## config.mk

```make
export PLATFORM = sky130hd
export DESIGN_NAME = ysyx_23060332_lsu_flat
export DESIGN_NICKNAME = d
export VERILOG_FILES = /design/src/rtl/ysyx_23060332_lsu_if.sv /design/src/rtl/ysyx_23060332_lsu.sv /design/src/flat_wrapper.sv
export SDC_FILE = /design/constraint.sdc
export NUM_CORES = 1
export LEC_CHECK = 0
export CORE_AREA = 2 2 114 116
export DETAILED_ROUTE_END_ITERATION = 10
export DIE_AREA = 0 0 116 118
export GPL_TIMING_DRIVEN = 0
export PLACE_DENSITY = 0.82
export SYNTH_ARGS = -nofsm -noshare
export SYNTH_HDL_FRONTEND = slang
export SYNTH_SLANG_ARGS = --single-unit
```

## constraint.sdc

```tcl
create_clock -name clk -period 2.2 [get_ports clk]
set_input_delay 0.66 -clock clk [delete_from_list [all_inputs] [get_ports clk]]
set_output_delay 0.66 -clock clk [all_outputs]
set_load 0.05 [all_outputs]
```

## src/rtl/ysyx_23060332_lsu_if.sv

```systemverilog
// Memory-side bus of the LSU: a single-outstanding valid/ready request channel
// plus a read-data/write-acknowledge return.
interface ysyx_23060332_lsu_if #(
  parameter int ADDR_W = 32,
  parameter int DATA_W = 32
);
  logic              valid;
  logic              ready;
  logic              wen;
  logic [ADDR_W-1:0] addr;
  logic [DATA_W-1:0] wdata;
  logic [3:0]        wstrb;
  logic              rvalid;
  logic [DATA_W-1:0] rdata;

  modport master (
    output valid, wen, addr, wdata, wstrb,
    input  ready, rvalid, rdata
  );

  modport slave (
    input  valid, wen, addr, wdata, wstrb,
    output ready, rvalid, rdata
  );
endinterface

```

## src/rtl/ysyx_23060332_lsu.sv

```systemverilog
// Load/store unit: one request at a time, lane-shifts stores, extends loads.
// Macro YSYX_23060332_LSU_MISALIGN_CHK_EN: misaligned half/word skip the bus with rsp_err=1.
module ysyx_23060332_lsu #(
  parameter int ADDR_W = 32,
  parameter int DATA_W = 32
) (
  input  logic                clk,
  input  logic                rst_n,
  input  logic                req_valid,
  output logic                req_ready,
  input  logic                req_wen,
  input  logic [ADDR_W-1:0]   req_addr,
  input  logic [DATA_W-1:0]   req_wdata,
  input  logic [1:0]          req_size,
  input  logic                req_unsigned,
  input  logic [4:0]          req_rd,
  ysyx_23060332_lsu_if.master bus,
  output logic                rsp_valid,
  input  logic                rsp_ready,
  output logic                rsp_reg_wen,
  output logic [4:0]          rsp_rd,
  output logic [DATA_W-1:0]   rsp_data,
  output logic                rsp_err,
  output logic                busy
);
  // IDLE: accept request | REQ: bus_valid held | WAIT: await rvalid | RESP: hold response
  typedef enum logic [1:0] {S_IDLE, S_REQ, S_WAIT, S_RESP} state_e;

  state_e            state_q, state_d;
  logic              wen_q, wen_d;
  logic [1:0]        size_q, size_d;
  logic              uns_q, uns_d;
  logic [4:0]        rd_q, rd_d;
  logic [1:0]        off_q, off_d;
  logic              bus_valid_q, bus_valid_d;
  logic [ADDR_W-1:0] bus_addr_q, bus_addr_d;
  logic [DATA_W-1:0] bus_wdata_q, bus_wdata_d;
  logic [3:0]        bus_wstrb_q, bus_wstrb_d;
  logic              rsp_valid_q, rsp_valid_d;
  logic [DATA_W-1:0] rsp_data_q, rsp_data_d;
  logic              rsp_reg_wen_q, rsp_reg_wen_d;

  logic [1:0]        acc_off;
  logic [DATA_W-1:0] lane_wdata;
  logic [3:0]        lane_wstrb;
  logic [DATA_W-1:0] tmp;
  logic [DATA_W-1:0] load_data;

`ifdef YSYX_23060332_LSU_MISALIGN_CHK_EN
  logic rsp_err_q, rsp_err_d;
  logic misalign;
`endif

  always_comb begin
`ifdef YSYX_23060332_LSU_MISALIGN_CHK_EN
    acc_off  = req_addr[1:0];
    misalign = (req_size == 2'b01 && req_addr[0]) || (req_size[1] && req_addr[1:0] != 2'b00);
`else
    // Without the check, misaligned accesses are silently rounded down to natural alignment.
    case (req_size)
      2'b00:   acc_off = req_addr[1:0];
      2'b01:   acc_off = {req_addr[1], 1'b0};
      default: acc_off = 2'b00;
    endcase
`endif
    case (req_size)
      2'b00: begin
        lane_wdata = {4{req_wdata[7:0]}};
        lane_wstrb = 4'b0001 << acc_off;
      end
      2'b01: begin
        lane_wdata = {2{req_wdata[15:0]}};
        lane_wstrb = 4'b0011 << acc_off;
      end
      default: begin
        lane_wdata = req_wdata;
        lane_wstrb = 4'b1111;
      end
    endcase

    tmp = bus.rdata >> {off_q, 3'b000};
    case (size_q)
      2'b00:   load_data = uns_q ? {{(DATA_W-8){1'b0}}, tmp[7:0]}
                                 : {{(DATA_W-8){tmp[7]}}, tmp[7:0]};
      2'b01:   load_data = uns_q ? {{(DATA_W-16){1'b0}}, tmp[15:0]}
                                 : {{(DATA_W-16){tmp[15]}}, tmp[15:0]};
      default: load_data = tmp;
    endcase

    state_d       = state_q;
    wen_d         = wen_q;
    size_d        = size_q;
    uns_d         = uns_q;
    rd_d          = rd_q;
    off_d         = off_q;
    bus_valid_d   = bus_valid_q;
    bus_addr_d    = bus_addr_q;
    bus_wdata_d   = bus_wdata_q;
    bus_wstrb_d   = bus_wstrb_q;
    rsp_valid_d   = rsp_valid_q;
    rsp_data_d    = rsp_data_q;
    rsp_reg_wen_d = rsp_reg_wen_q;
`ifdef YSYX_23060332_LSU_MISALIGN_CHK_EN
    rsp_err_d     = rsp_err_q;
`endif

    case (state_q)
      S_IDLE: begin
        if (req_valid) begin
          wen_d       = req_wen;
          size_d      = req_size;
          uns_d       = req_unsigned;
          rd_d        = req_rd;
          off_d       = acc_off;
          bus_addr_d  = {req_addr[ADDR_W-1:2], 2'b00};
          bus_wdata_d = lane_wdata;
          bus_wstrb_d = lane_wstrb;
`ifdef YSYX_23060332_LSU_MISALIGN_CHK_EN
          if (misalign) begin
            state_d       = S_RESP;
            rsp_valid_d   = 1'b1;
            rsp_err_d     = 1'b1;
            rsp_data_d    = DATA_W'(req_addr);
            rsp_reg_wen_d = 1'b0;
          end else begin
            state_d     = S_REQ;
            bus_valid_d = 1'b1;
            rsp_err_d   = 1'b0;
          end
`else
          state_d     = S_REQ;
          bus_valid_d = 1'b1;
`endif
        end
      end
      S_REQ: begin
        if (bus.ready) begin
          state_d     = S_WAIT;
          bus_valid_d = 1'b0;
        end
      end
      S_WAIT: begin
        if (bus.rvalid) begin
          state_d       = S_RESP;
          rsp_valid_d   = 1'b1;
          rsp_data_d    = wen_q ? '0 : load_data;
          rsp_reg_wen_d = !wen_q && (rd_q != 5'd0);
        end
      end
      S_RESP: begin
        if (rsp_ready) begin
          state_d       = S_IDLE;
          rsp_valid_d   = 1'b0;
          rsp_reg_wen_d = 1'b0;
        end
      end
      default: state_d = S_IDLE;
    endcase
  end

  always_ff @(posedge clk or negedge rst_n) begin
    if (!rst_n) begin
      state_q       <= S_IDLE;
      wen_q         <= 1'b0;
      size_q        <= 2'b00;
      uns_q         <= 1'b0;
      rd_q          <= 5'd0;
      off_q         <= 2'b00;
      bus_valid_q   <= 1'b0;
      bus_addr_q    <= '0;
      bus_wdata_q   <= '0;
      bus_wstrb_q   <= 4'b0000;
      rsp_valid_q   <= 1'b0;
      rsp_data_q    <= '0;
      rsp_reg_wen_q <= 1'b0;
`ifdef YSYX_23060332_LSU_MISALIGN_CHK_EN
      rsp_err_q     <= 1'b0;
`endif
    end else begin
      state_q       <= state_d;
      wen_q         <= wen_d;
      size_q        <= size_d;
      uns_q         <= uns_d;
      rd_q          <= rd_d;
      off_q         <= off_d;
      bus_valid_q   <= bus_valid_d;
      bus_addr_q    <= bus_addr_d;
      bus_wdata_q   <= bus_wdata_d;
      bus_wstrb_q   <= bus_wstrb_d;
      rsp_valid_q   <= rsp_valid_d;
      rsp_data_q    <= rsp_data_d;
      rsp_reg_wen_q <= rsp_reg_wen_d;
`ifdef YSYX_23060332_LSU_MISALIGN_CHK_EN
      rsp_err_q     <= rsp_err_d;
`endif
    end
  end

  // req_ready is gated by rst_n so every output reads 0 while reset is held.
  assign req_ready   = rst_n && (state_q == S_IDLE);
  assign busy        = (state_q != S_IDLE);
  assign bus.valid   = bus_valid_q;
  assign bus.wen     = wen_q;
  assign bus.addr    = bus_addr_q;
  assign bus.wdata   = bus_wdata_q;
  assign bus.wstrb   = bus_wstrb_q;
  assign rsp_valid   = rsp_valid_q;
  assign rsp_data    = rsp_data_q;
  assign rsp_reg_wen = rsp_reg_wen_q;
  assign rsp_rd      = rd_q;
`ifdef YSYX_23060332_LSU_MISALIGN_CHK_EN
  assign rsp_err     = rsp_err_q;
`else
  assign rsp_err     = 1'b0;
`endif
endmodule

```

## src/flat_wrapper.sv

```systemverilog
// flat-port wrapper written by rule: the top's interface ports become plain ports
module ysyx_23060332_lsu_flat 
#(
  parameter int ADDR_W = 32,
  parameter int DATA_W = 32
)
  (clk, rst_n, req_valid, req_ready, req_wen, req_addr, req_wdata, req_size, req_unsigned, req_rd, rsp_valid, rsp_ready, rsp_reg_wen, rsp_rd, rsp_data, rsp_err, busy, bus_valid, bus_wen, bus_addr, bus_wdata, bus_wstrb, bus_ready, bus_rvalid, bus_rdata);
  ysyx_23060332_lsu_if #(.ADDR_W(ADDR_W), .DATA_W(DATA_W)) bus_i ();
  input  logic clk;
  input  logic rst_n;
  input  logic req_valid;
  output logic req_ready;
  input  logic req_wen;
  input  logic [ADDR_W-1:0] req_addr;
  input  logic [DATA_W-1:0] req_wdata;
  input  logic [1:0] req_size;
  input  logic req_unsigned;
  input  logic [4:0] req_rd;
  output logic rsp_valid;
  input  logic rsp_ready;
  output logic rsp_reg_wen;
  output logic [4:0] rsp_rd;
  output logic [DATA_W-1:0] rsp_data;
  output logic rsp_err;
  output logic busy;
  output wire logic [$bits(bus_i.valid)-1:0] bus_valid;
  output wire logic [$bits(bus_i.wen)-1:0] bus_wen;
  output wire logic [$bits(bus_i.addr)-1:0] bus_addr;
  output wire logic [$bits(bus_i.wdata)-1:0] bus_wdata;
  output wire logic [$bits(bus_i.wstrb)-1:0] bus_wstrb;
  input wire logic [$bits(bus_i.ready)-1:0] bus_ready;
  input wire logic [$bits(bus_i.rvalid)-1:0] bus_rvalid;
  input wire logic [$bits(bus_i.rdata)-1:0] bus_rdata;
  assign bus_valid = bus_i.valid;
  assign bus_wen = bus_i.wen;
  assign bus_addr = bus_i.addr;
  assign bus_wdata = bus_i.wdata;
  assign bus_wstrb = bus_i.wstrb;
  assign bus_i.ready = bus_ready;
  assign bus_i.rvalid = bus_rvalid;
  assign bus_i.rdata = bus_rdata;
  ysyx_23060332_lsu #(.ADDR_W(ADDR_W), .DATA_W(DATA_W)) u_core (.clk(clk), .rst_n(rst_n), .req_valid(req_valid), .req_ready(req_ready), .req_wen(req_wen), .req_addr(req_addr), .req_wdata(req_wdata), .req_size(req_size), .req_unsigned(req_unsigned), .req_rd(req_rd), .bus(bus_i), .rsp_valid(rsp_valid), .rsp_ready(rsp_ready), .rsp_reg_wen(rsp_reg_wen), .rsp_rd(rsp_rd), .rsp_data(rsp_data), .rsp_err(rsp_err), .busy(busy));
endmodule
```

* After elaboration in Yosys (flattened, before gate mapping)
Cells that the tools add are included.
** Word-level totals
- Logic and storage cells :: 60
- Output and inout port bits :: 112
- Flip-flop bits (word level) :: 114
** Cells by class
- Shift-type cells :: 3
- Eq/ne operators :: 9
- Muxes and demuxes :: 20
- Reduce and logical (&&, ||, !) cells :: 15
** Operator list (number)
- $pmux 32 s2 :: 2
- $mux 32 :: 3
- $shr 32x5->32 :: 1
- $mux 2 :: 4
- $ne 2x2->1 const B :: 4
- $pmux 2 s4 :: 1
- $pmux 4 s2 :: 1
- $eq 2x1->1 const B :: 3
- $logic_not 2->1 :: 3
- $pmux 1 s2 :: 3
- $reduce_and 3->1 :: 2
- $reduce_bool 2->1 :: 3
- $mux 1 :: 5
- $reduce_bool 5->1 :: 1
- $eq 2x2->1 const B :: 2
- $pmux 2 s2 :: 1
- $reduce_and 2->1 :: 2
- $reduce_and 4->1 :: 1
- $shl 1x2->4 const A :: 1
- $shl 2x2->4 const A :: 1
- $logic_and 1x1->1 :: 2
- $logic_not 1->1 :: 1

* Longest topological paths before layout
Gate-level depths: netlist of the first run.
- Depth in word-level cells :: 4
- Mapped depth :: 8

* Worst setup path after synthesis of the first run
No wires, ideal clock.
- Path type :: input port to flip-flop
- From :: input bus_rdata[31]
- To :: register u_core.rsp_data_q[17] (netlist: u_core.rsp_data[17])
- Required time :: 2.074 ns
- Arrival :: 1.750 ns
- Path slack :: 0.324 ns
- Stages on the path :: 4
- Path through :: mux4_2 o211a_4 buf_6 a221o_1
** Between the ends
- Word-level cells in the longest chain between the ends :: 4
- Elaborated cells on any way between the ends :: 5
- Classes of those cells :: shift: 1; mux: 4
** Ends and longest elaborated chain
- start, declared :: RTL line flat_wrapper.sv:33 : input wire logic [$bits(bus_i.rdata)-1:0] bus_rdata;
- $shr 32x5->32 (*) :: RTL line ysyx_23060332_lsu.sv:81 : tmp = bus.rdata >> {off_q, 3'b000};
- $mux 32 (on tied branches) :: RTL line ysyx_23060332_lsu.sv:85, ysyx_23060332_lsu.sv:83
- $pmux 32 s2 (*) :: RTL line ysyx_23060332_lsu.sv:82 : case (size_q)
- $mux 32 (*) :: RTL line ysyx_23060332_lsu.sv:146 : rsp_data_d = wen_q ? '0 : load_data;
- end signal, assigned :: RTL line ysyx_23060332_lsu.sv:191 : rsp_data_q <= rsp_data_d;
- end, declared :: RTL line ysyx_23060332_lsu.sv:40 : logic [DATA_W-1:0] rsp_data_q, rsp_data_d;
Every way passes the cells marked *; elsewhere a longest branch is shown, timed or not.
A chain may end at the register's enable or synchronous reset.

* Final worst setup path of the first run
- From :: input req_size[0]
- To :: register u_core.bus_wdata_q[14] (netlist: u_core.bus.wdata[14])
** Between the ends
- Word-level cells in the longest chain between the ends :: 2
- Elaborated cells on any way between the ends :: 3
- Classes of those cells :: eq/ne: 1; mux: 1; reduce/logical: 1
** Ends and longest elaborated chain
- start, declared :: RTL line flat_wrapper.sv:16 : input logic [1:0] req_size;
- $eq 2x1->1 / $logic_not 2->1 (equally long branches) :: RTL line ysyx_23060332_lsu.sv:66 : case (req_size)
- $pmux 32 s2 (*) :: RTL line ysyx_23060332_lsu.sv:66
- end signal, assigned :: RTL line ysyx_23060332_lsu.sv:188 : bus_wdata_q <= bus_wdata_d;
- end, declared :: RTL line ysyx_23060332_lsu.sv:37 : logic [DATA_W-1:0] bus_wdata_q, bus_wdata_d;
Marks and branches as above.

==> flow_metrics.py, run 1 <==
metrics = {
    "global_routing": {
        "grt_pass1_vias": 5051,
        "antenna_found_initial": 0,
        "use_met3_pct": 9.99,
        "grt_pass1_wl_um": 26300,
        "grt_busiest_layer": "met2",
        "use_met2_pct": 40.9,
        "globalRouteOverflowTotal": 0,
        "grt_usage_pct": 25.1,
        "met1_usage_pct": 28.9,
        "grt_max_degree": 67,
    },
    "synth": {
        "synth_top_area_share_pct": 54.3,
        "synth_top_area_cell": "dfrtp_1",
        "synth-main-ff-cell": "dfrtp_1",
        "syn-cell-area_um2": 5250,
        "syn_area_per_cell_um2": 11.6,
        "synthDistinctLibCells": 31,
        "synth_area_leaders": "dfrtp_1 (54%), mux2_2 (12%), mux2i_1 (7.8%)",
        "synth_edf_count": 0,
        "ys_warn_count": 0,
        "netlist_instances": 451,
        "async_reset_ff_share_pct": 100,
        "ys_seq_area_share_pct": 54.3,
        "ys_seq_elements": 114,
    },
    "drt": {
        "drt-total-wl_um": 16400,
        "drc": 0,
        "drt-initial-drc-count": 318,
        "post_drt_wl_per_cell_um": 18.7,
        "drtAntennaViolNets": 0,
        "dr.pass1.iters": 5,
        "vias": 4647,
        "viasPerCell": 5.31,
    },
    "worst_hold_path": {
        "hold_path.class": "in2async",
    },
    "setup_path": {
        "critPathBufInv": 1,
        "r2r_cells": 7,
        "crit_required_ps": 2480,
        "cp-end-kind": "flip-flop",
        "r2r-start": "u_core.state_q[0]",
        "start_kind": "input port",
        "critical_path.cell_chain": "clkdlybuf4s50_1 -> nor2_1 -> mux2i_1 -> o21ai_0",
        "critPathCapture": "u_core.bus.wdata[14]",
        "cp_top_family": "simple AND/OR/NAND/NOR gates",
        "cp.arrival_ps": 2400,
        "startpoint": "req_size[0]",
        "cp_num_cells": 4,
        "reg2reg_to": "u_core.rsp_data[26]",
        "worstSetupPathType": "in2reg",
        "slowest_stage": "nor2_1",
        "r2r_setup_slack_ps": 170,
        "max_stage_delay_ps": 810,
        "crit_fanout": 9,
    },
    "power": {
        "power_mw": 13.5,
        "p_sw_mw": 6.54,
        "p_leak_nw": 3.78,
        "switching_share_pct": 48.6,
        "cell_internal_pwr_mw": 6.92,
        "p_seq_share_pct": 26.8,
        "clkPwrFrac_pct": 18.8,
        "comb_power_share_pct": 54.4,
        "ir_drop_mv": 1.24,
        "power.density_nw_per_um2": 1660,
    },
    "floorplan": {
        "start_util_pct": 42.3,
        "io_pins": 223,
        "die_x_um": 116,
        "die_height_um": 118,
        "core_area_um2": 12400,
        "dieArea_um2": 13700,
        "rows": 41,
    },
    "layout": {
        "final_util_pct": 65.4,
        "nNetsFinal": 807,
        "area_delta_synth_final_pct": 54.5,
        "diodes": 0,
        "drive_gt1_share_pct": 15.9,
    },
    "clock_tree": {
        "root_buffer": "clkbuf_16",
        "hold_buffers": 0,
        "htreeDepth": 4,
        "clk_latency_ps": 420,
        "cts_sinks": 114,
        "numCtsBuffers": 17,
        "cts_tree": "built",
        "path_clk_slew_ps": 50,
        "clock_path_buffers": 2,
    },
    "timing": {
        "finalClockSkew_ps": 5.88,
        "min_period_over_period_pct": 96.6,
        "maxSlewViolCount": 0,
        "tightestPinTransition_ps": 1040,
        "finalCriticalPeriod_ps": 2130,
        "whs_ps": 178,
        "finalHoldViolCount": 0,
        "relSlewSlack_pct": 30.5,
        "timing.fmax_ghz": 0.471,
        "finalSetupViolations": 0,
        "rsz0062_at_grt": "false",
    },
    "place": {
        "gp_congestion": 0.923,
        "dp.final_hpwl_um": 12100,
        "io_buffers": 218,
    },
    "run": {
        "cap_violations": 0,
    },
    "status": {
        "status": "finished clean",
    },
}
power by group through the flow:
stage                     clock, mW  combinational (mW)  sequential, mW
final                          2.53                7.32            3.61
after global routing           2.68                7.70            3.74
after CTS                      2.57                7.34            3.60
after detailed placement          0                7.90            3.67
after global placement            0                7.76            3.62
after floorplan                   0                2.00            6.74
cell usage after synthesis (2+ instances only):
| cell | instances |
|---|---|
| buf_2 | 5 |
| or2_2 | 2 |
| mux4_2 | 2 |
| buf_4 | 3 |
| o22ai_1 | 2 |
| buf_6 | 2 |
| nor3b_2 | 2 |
| mux2i_1 | 41 |
| ha_1 | 5 |
| buf_1 | 4 |
| o21ai_0 | 54 |
| a21oi_1 | 20 |
| a221o_1 | 16 |
| nor2_1 | 12 |
| dfrtp_1 | 114 |
| a22o_1 | 9 |
| nand2_1 | 51 |
| nand2b_1 | 2 |
| inv_1 | 10 |
| clkbuf_1 | 20 |
| nand3b_1 | 10 |
| mux2_2 | 56 |
per-layer routing:
metal  part of all wire (%)  vias up  wire, µm
li1                       -     2088         -
met1                     38     2283      6230
met2                     49      247      8000
met3                     11       29      1770
met4                    2.4        0       387
met5                      0        -         0
state kept, by name, indices dropped and copies added, names as in the netlist:
name and cells:
u_core.bus.addr 30, u_core.bus.valid 1, u_core.bus.wdata 32, u_core.bus.wen 1, u_core.bus.wstrb 4, u_core.off_q 2
u_core.rsp_data 32, u_core.rsp_rd 5, u_core.rsp_reg_wen 1, u_core.rsp_valid 1, u_core.size_q 2, u_core.state_q 2
u_core.uns_q 1
cell usage in the layout, fill, tap and decap left out, types with 2 or more instances in the layout:
master	count
clkinv_2	3
or2_2	2
o22ai_1	2
clkdlybuf4s50_1	108
mux2i_1	41
clkbuf_1	20
clkbuf_8	6
a21oi_1	20
buf_6	3
o21ai_0	54
ha_1	4
dlygate4sd2_1	107
buf_4	4
clkbuf_2	4
a22o_1	9
buf_1	4
mux2_2	56
nor2_1	12
nand2_1	50
clkbuf_16	17
inv_1	8
conb_1	3
nand3b_1	10
buf_2	6
dfrtp_1	114
a221o_1	16
nand2b_1	2
inv_2	2
mux4_2	2
timing repair:
| action | CTS | global route |
|---|---|---|
| setup buffers | 0 | 0 |
| gates resized for setup | 123 | 7 |
| pin swaps | 0 | 0 |
| endpoints found under the setup margin | 156 | 17 |
worst min-delay path by stage:
stage	cells past startpoint	slack [ps]	end
floorplan	0	360	u_core.bus.addr[10]
global placement	2	460	u_core.bus.wdata[19]
detailed placement	2	470	u_core.bus.wdata[28]
CTS	1	190	u_core.rsp_data[10]
global route	1	210	u_core.rsp_data[10]
finish	1	180	u_core.rsp_data[10]
metrics by stage:
stage / setup slack [ps] / setup TNS, ps / cell area (µm²) / instances
after floorplan: 324 / 0 / 5260 / 453
after global placement: -4560 / -482960 / 7660 / 843
after detailed placement: -592 / -37030 / 7690 / 844
after CTS: 22.7 / 0 / 8110 / 875
after global routing: 5.13 / 0 / 8120 / 875
final: 74.8 / 0 / 8120 / 875
layout make-up:
| type | count | area, µm² |
|---|---|---|
| plain buffers | 34 | 165 |
| clock buffers | 27 | 523 |
| clock inverters | 4 | 22.5 |
| fillers | 1010 | 4300 |
| inverters | 10 | 37.5 |
| multi-input cells | 295 | 2230 |
| flip-flops and latches | 114 | 2850 |
| well taps | 172 | 215 |
| repair buffers | 219 | 2070 |
cell families (layout without fill, tap and decap cells):
family	Yosys count	count (layout)	share of synthesized area [%]
flip-flops	114	114	54.3
AND/OR/NAND/NOR	83	83	7.36
other	1	3	0.0714
adder cells (fa/ha/maj)	5	5	1.19
buffers and inverters	44	294	3.76
AO/OA/AOI/OAI	105	105	12.6
multiplexers	99	99	20.7
Note: power is estimated with default switching activity, not from simulation.
==> run 2, diff against run 1 <==
CTS_CLUSTER_SIZE = 25   (was unset)
SLEW_MARGIN = 20   (was unset)
==> results of run 2 <==
Final layout, timing and power as in run 1 (identical DEF).
